## src/rtl/arm7_sys_pkg.sv

```systemverilog
// Shared arm7_sys definitions: memory map defaults, record field widths, loader state encoding.
// Imported by the loader and by the dump side so both ends agree on record layout.
package arm7_sys_pkg;

    localparam int          REC_ADDR_W    = 17;
    localparam int          REC_DATA_W    = 32;
    localparam int unsigned DEF_DMEM_BASE = 32'h0000_7000;
    localparam int unsigned DEF_MEM_LAST  = 32'h0001_0000;
    localparam logic [31:0] DEF_NOP_WORD  = 32'he1a0_0000;

    typedef enum logic [2:0] {
        ST_IDLE,
        ST_FILL,
        ST_LOAD,
        ST_RELEASE,
        ST_RUN
    } ldr_state_t;

endpackage

```

## src/rtl/arm7_mem_loader.sv

```systemverilog
// Image loader: background-fills arm7_sys memory, writes (addr,data) records, then releases core reset.
// Latency: fill is one word/cycle; record write appears 1 cycle after handshake, 1 record/cycle.
// Backpressure: rec_ready is high only in LOAD and drops the cycle after the last record.
module arm7_mem_loader
    import arm7_sys_pkg::*;
#(
    parameter int                ADDR_W      = REC_ADDR_W,
    parameter int                DATA_W      = REC_DATA_W,
    parameter int unsigned       DMEM_BASE   = DEF_DMEM_BASE,
    parameter int unsigned       MEM_LAST    = DEF_MEM_LAST,
    parameter logic [DATA_W-1:0] NOP_WORD    = DEF_NOP_WORD,
    parameter int                RELEASE_CYC = 4
) (
    input  logic              sysclk,
    input  logic              nRESET,
    input  logic              load_start,
    input  logic              rec_valid,
    output logic              rec_ready,
    input  logic [ADDR_W-1:0] rec_addr,
    input  logic [DATA_W-1:0] rec_data,
    input  logic              rec_last,
    output logic              mem_we,
    output logic [ADDR_W-1:0] mem_addr,
    output logic [DATA_W-1:0] mem_wdata,
    output logic              mem_wdef,
    output logic              core_nreset,
    output logic              busy,
    output logic              done,
    output logic              err
);

    localparam logic [ADDR_W-1:0] LAST_A  = MEM_LAST[ADDR_W-1:0];
    localparam logic [ADDR_W-1:0] BASE_A  = DMEM_BASE[ADDR_W-1:0];
    localparam int                REL_W   = $clog2(RELEASE_CYC + 1);
    localparam logic [REL_W-1:0]  REL_END = REL_W'(RELEASE_CYC - 1);

    ldr_state_t        state_q, state_d;
    logic [ADDR_W-1:0] fill_addr_q;
    logic [REL_W-1:0]  rel_cnt_q;
    logic              err_q;
    logic              wr_vld_q;
    logic [ADDR_W-1:0] wr_addr_q;
    logic [DATA_W-1:0] wr_data_q;
    logic              in_imem;
    logic              hs;

    assign hs  = rec_valid & rec_ready;
    assign err = err_q;

    always_ff @(posedge sysclk or negedge nRESET) begin
        if (!nRESET) begin
            state_q <= ST_IDLE;
        end else begin
            state_q <= state_d;
        end
    end

    always_comb begin
        state_d     = state_q;
        rec_ready   = 1'b0;
        busy        = 1'b0;
        done        = 1'b0;
        core_nreset = 1'b0;
        in_imem     = fill_addr_q < BASE_A;
        mem_we      = wr_vld_q;
        mem_addr    = wr_addr_q;
        mem_wdata   = wr_data_q;
        mem_wdef    = wr_vld_q;
        case (state_q)
            ST_IDLE: begin
                if (load_start) state_d = ST_FILL;
            end
            ST_FILL: begin
                busy      = 1'b1;
                mem_we    = 1'b1;
                mem_addr  = fill_addr_q;
                mem_wdata = in_imem ? NOP_WORD : '0;
                mem_wdef  = in_imem;
                if (fill_addr_q == LAST_A) state_d = ST_LOAD;
            end
            ST_LOAD: begin
                busy      = 1'b1;
                rec_ready = 1'b1;
                if (rec_valid && rec_last) state_d = ST_RELEASE;
            end
            ST_RELEASE: begin
                busy = 1'b1;
                if (rel_cnt_q == REL_END) state_d = ST_RUN;
            end
            ST_RUN: begin
                done        = 1'b1;
                core_nreset = 1'b1;
                if (load_start) state_d = ST_FILL;
            end
            default: state_d = ST_IDLE;
        endcase
    end

    // Out-of-range records are swallowed here: handshaken but never written.
    always_ff @(posedge sysclk or negedge nRESET) begin
        if (!nRESET) begin
            fill_addr_q <= '0;
            rel_cnt_q   <= '0;
            err_q       <= 1'b0;
            wr_vld_q    <= 1'b0;
            wr_addr_q   <= '0;
            wr_data_q   <= '0;
        end else begin
            wr_vld_q <= 1'b0;
            case (state_q)
                ST_IDLE, ST_RUN: begin
                    if (load_start) begin
                        fill_addr_q <= '0;
                        err_q       <= 1'b0;
                    end
                end
                ST_FILL: begin
                    if (fill_addr_q != LAST_A) fill_addr_q <= fill_addr_q + 1'b1;
                end
                ST_LOAD: begin
                    rel_cnt_q <= '0;
                    if (hs) begin
                        if (rec_addr > LAST_A) begin
                            err_q <= 1'b1;
                        end else begin
                            wr_vld_q  <= 1'b1;
                            wr_addr_q <= rec_addr;
                            wr_data_q <= rec_data;
                        end
                    end
                end
                ST_RELEASE: rel_cnt_q <= rel_cnt_q + 1'b1;
                default: ;
            endcase
        end
    end

endmodule

```

## config.mk

```make
export PLATFORM = sky130hd
export DESIGN_NAME = arm7_mem_loader
export DESIGN_NICKNAME = d
export VERILOG_FILES = /design/src/rtl/arm7_sys_pkg.sv /design/src/rtl/arm7_mem_loader.sv
export SDC_FILE = /design/constraint.sdc
export NUM_CORES = 1
export LEC_CHECK = 0
export ABC_AREA = 1
export CAP_MARGIN = 10
export CORE_ASPECT_RATIO = 1.2
export CORE_MARGIN = 2
export CORE_UTILIZATION = 45
export CTS_BUF_LIST = sky130_fd_sc_hd__clkbuf_8
export CTS_CLUSTER_SIZE = 20
export DETAILED_ROUTE_END_ITERATION = 16
export PLACE_DENSITY = 0.76
export SLEW_MARGIN = 5
export SYNTH_ARGS = -nofsm -noshare
export SYNTH_HDL_FRONTEND = slang
export SYNTH_SLANG_ARGS = --single-unit
```

## constraint.sdc

```tcl
create_clock -name sysclk -period 2.3 [get_ports sysclk]
set_input_delay 0.69 -clock sysclk [delete_from_list [all_inputs] [get_ports sysclk]]
set_output_delay 0.69 -clock sysclk [all_outputs]
set_load 0.02 [all_outputs]
```

==> out/qor.csv <==
metric,value,unit
clock-pin slew on the worst setup and hold paths,0.08,ns
fin area,5520,um^2
die area,9430,um^2
cell-internal power,3.92,mW
Peak VDD IR,0.783,mV
first-pass GRT wire length,17300,um
Async SR Flop Fraction,100,%
Layout Area Growth over Synthesis,41.6,%
mean post-synth cell area,7.01,um^2
# diodes,0,
Startpoint Class,flop,
Hold Crit Class,in2async,
CP arrival,1.59,ns
final slew viol count,0,
1st-iter DRT viols,238,
initial antenna violation count,0,
CP Capture Type,output pin,
Final setup violation count,0,
clk sink count,74,
CTS root buf,clkbuf_8,
Initial Util,45.8,%
Tot GR Track Use,23.4,%
DIE HEIGHT,106,um
"Seq/Total Area, Yosys",47.5,%
"Clk Latency, worst-skew pair",0.35,ns
worst-path fanout max,8,
Area after DPL,5280,um^2
Final Non-Filler Cells,808,
DRT Wirelength,10800,um
DRC Markers,0,
mux cell area share after synthesis,0,%
overall power,7.19,mW
Synth Flop Type,dfrtp_1,
DR vias/cell,4.94,
post-DR wirelength/cell,13.4,um
Port Buf Inserts,109,
pre-CTS setup slack,-0.144,ns
Power Dens Cells,1300,nW/um^2
worst setup margin,0.0163,ns
Max Clock Skew,0.00953,ns
max-cap viol count,0,
Slew @ Worst Pin,0.627,ns
switching fraction of total power,45.4,%
final-report hold violation count,0,
gr ovfl total,0,
Final ANT Viol Nets,0,
Rows,37,
Synth Warn #,0,
outcome,completed,
Final nets,744,
vias in the first global route,3739,
"EDFF count, synth",0,
clock power share,12.5,%
Setup Crit Path Kind,reg2out,
minimum clock period,2.28,ns
Cells after Synth,556,
leakage power,3.01,nW
DIE WIDTH,89.0,um
Synth Area in Compound Gates,5.10,%
largest net degree at the start of global routing,29,
maximum root-to-sink buffer count,2,
Comb pwr share,57.4,%
Slew headroom,58.2,%
GPL Wtd Cong,0.855,
Simple-Gate Fraction of Synth Area,37.1,%
CTS Hold Bufs,0,
crit share post-route,99.3,%
CTS Buf Count,9,
synth unique cells,28,
final core occ,64.8,%
Synth Net Count,614,
unrepaired setup endpoints after global routing,true,
I/O Pins,110,
CTS tree,yes,
H-tree Lvls,3,
adder-cell share of the synthesized area,1.28,%
Worst EP required,1.61,ns
#FFs+latches synth,74,
Pre-antenna DRT Iters,6,
Post-Place Cells,787,
core area,8520,um^2
DR vias,3988,
final hold slack,0.346,ns
Synth Area in XOR/XNOR,0.225,%
combinational family with the most area after synthesis,simple AND/OR/NAND/NOR gates,
layout cells sized above 1,18.5,%
Sequential Power Share,30.1,%
post-synthesis instance area,3900,um^2
Psw,3.26,mW
FMAX,438,MHz
DP HPWL,7820,um
setup TNS,0,ns
==> worst max-delay path, stage by stage, from the launching register on <==
cell	delay, ns
dfrtp_1	0.40
inv_2	0.08
nand3_4	0.15
buf_12	0.18
clkbuf_16	0.16
nand2_1	0.05
o21ai_1	0.06
buf_2	0.16
==> worst paths after layout <==
path / start / to / slack (ns) / cells past startpoint
worst max-delay path: state_q[2] / mem_addr[3] / 0.02 / 7
worst min-delay path: nRESET / wr_data_q[25] / 0.35 / 1
worst max register to register: fill_addr_q[0] / fill_addr_q[2] / 0.41 / 11
worst min register to register: wr_data_q[25] / wr_data_q[25] / 0.49 / 2
max in group asynchronous: nRESET / fill_addr_q[12] / 1.37 / 2
min in group sysclk: wr_data_q[25] / wr_data_q[25] / 0.49 / 2
==> power by group through the flow <==
stage / clock [mW] / combinational [mW] / sequential [mW]
2_1_floorplan: 0 / 2.18 / 2.07
3_3_place_gp: 0 / 3.93 / 2.12
3_5_place_dp: 0 / 4.00 / 2.13
4_1_cts: 0.914 / 3.63 / 2.12
5_1_grt: 0.959 / 4.50 / 2.22
6_report: 0.899 / 4.13 / 2.16
==> kinds of logic (layout without fill, tap and decap cells) <==
family	count (synthesis)	count (layout)
AOI/OAI and AO/OA	36	36
DFF	74	74
and+or+nand+nor	361	361
buffers and inverters	80	215
adders and majority gates	4	4
xor gates and xnor gates	1	1
==> placed cells by master, fill, tap and decap left out, drive strengths merged, types with 2 or more instances in the layout <==
cell type and count:
nand4 2, dfrtp 74, nand3 40, ha 4
dlygate4sd2 2, inv 59, clkinv 6, nor3 3
nor2 45, nand2 270, clkbuf 21, a21oi 2
clkdlybuf4s15 3, clkdlybuf4s50 53, buf 70, o21ai 29
==> cell type report <==
type / instances / area (um^2)
Inverter: 59 / 224
Clock inverter: 7 / 47.5
Tap cell: 117 / 146
Fill cell: 764 / 3000
Timing Repair Buffer: 140 / 1320
Sequential cell: 74 / 1850
Clock buffer: 9 / 124
Multi-Input combinational cell: 402 / 1810
==> state kept, by name, indices dropped and copies added, names as in the netlist <==
| signal | count |
|---|---|
| rel_cnt_q | 3 |
| wr_vld_q | 1 |
| state_q | 3 |
| wr_addr_q | 17 |
| err | 1 |
| fill_addr_q | 17 |
| wr_data_q | 32 |
==> Yosys cell counts (3+ instances only) <==
cell type	n	area share, %
ha_1	4	1.3
buf_4	6	1.2
clkbuf_1	10	0.96
nor2_1	42	4.0
buf_2	3	0.38
nor3_1	3	0.38
nand2_1	267	26
inv_1	54	5.2
nand3_1	39	5.0
dfrtp_1	74	47
inv_2	4	0.38
o21ai_0	29	3.7
==> layer usage <==
| layer | vias up | track usage [%] | wire length [um] |
|---|---|---|---|
| li1 | 1961 | - | - |
| met1 | 1858 | 29.5 | 4330 |
| met2 | 147 | 38.3 | 5420 |
| met3 | 22 | 6.68 | 881 |
| met4 | 0 | 7.68 | 213 |
| met5 | - | 0 | 0 |
==> timing repair <==
item	4_1_cts	5_1_grt
cloned	1	2
gates resized for setup	199	92
setup buffers	0	2
endpoints found under the setup margin	55	33
pin swaps	0	4
No activity file was read; power rests on OpenSTA's default activity.
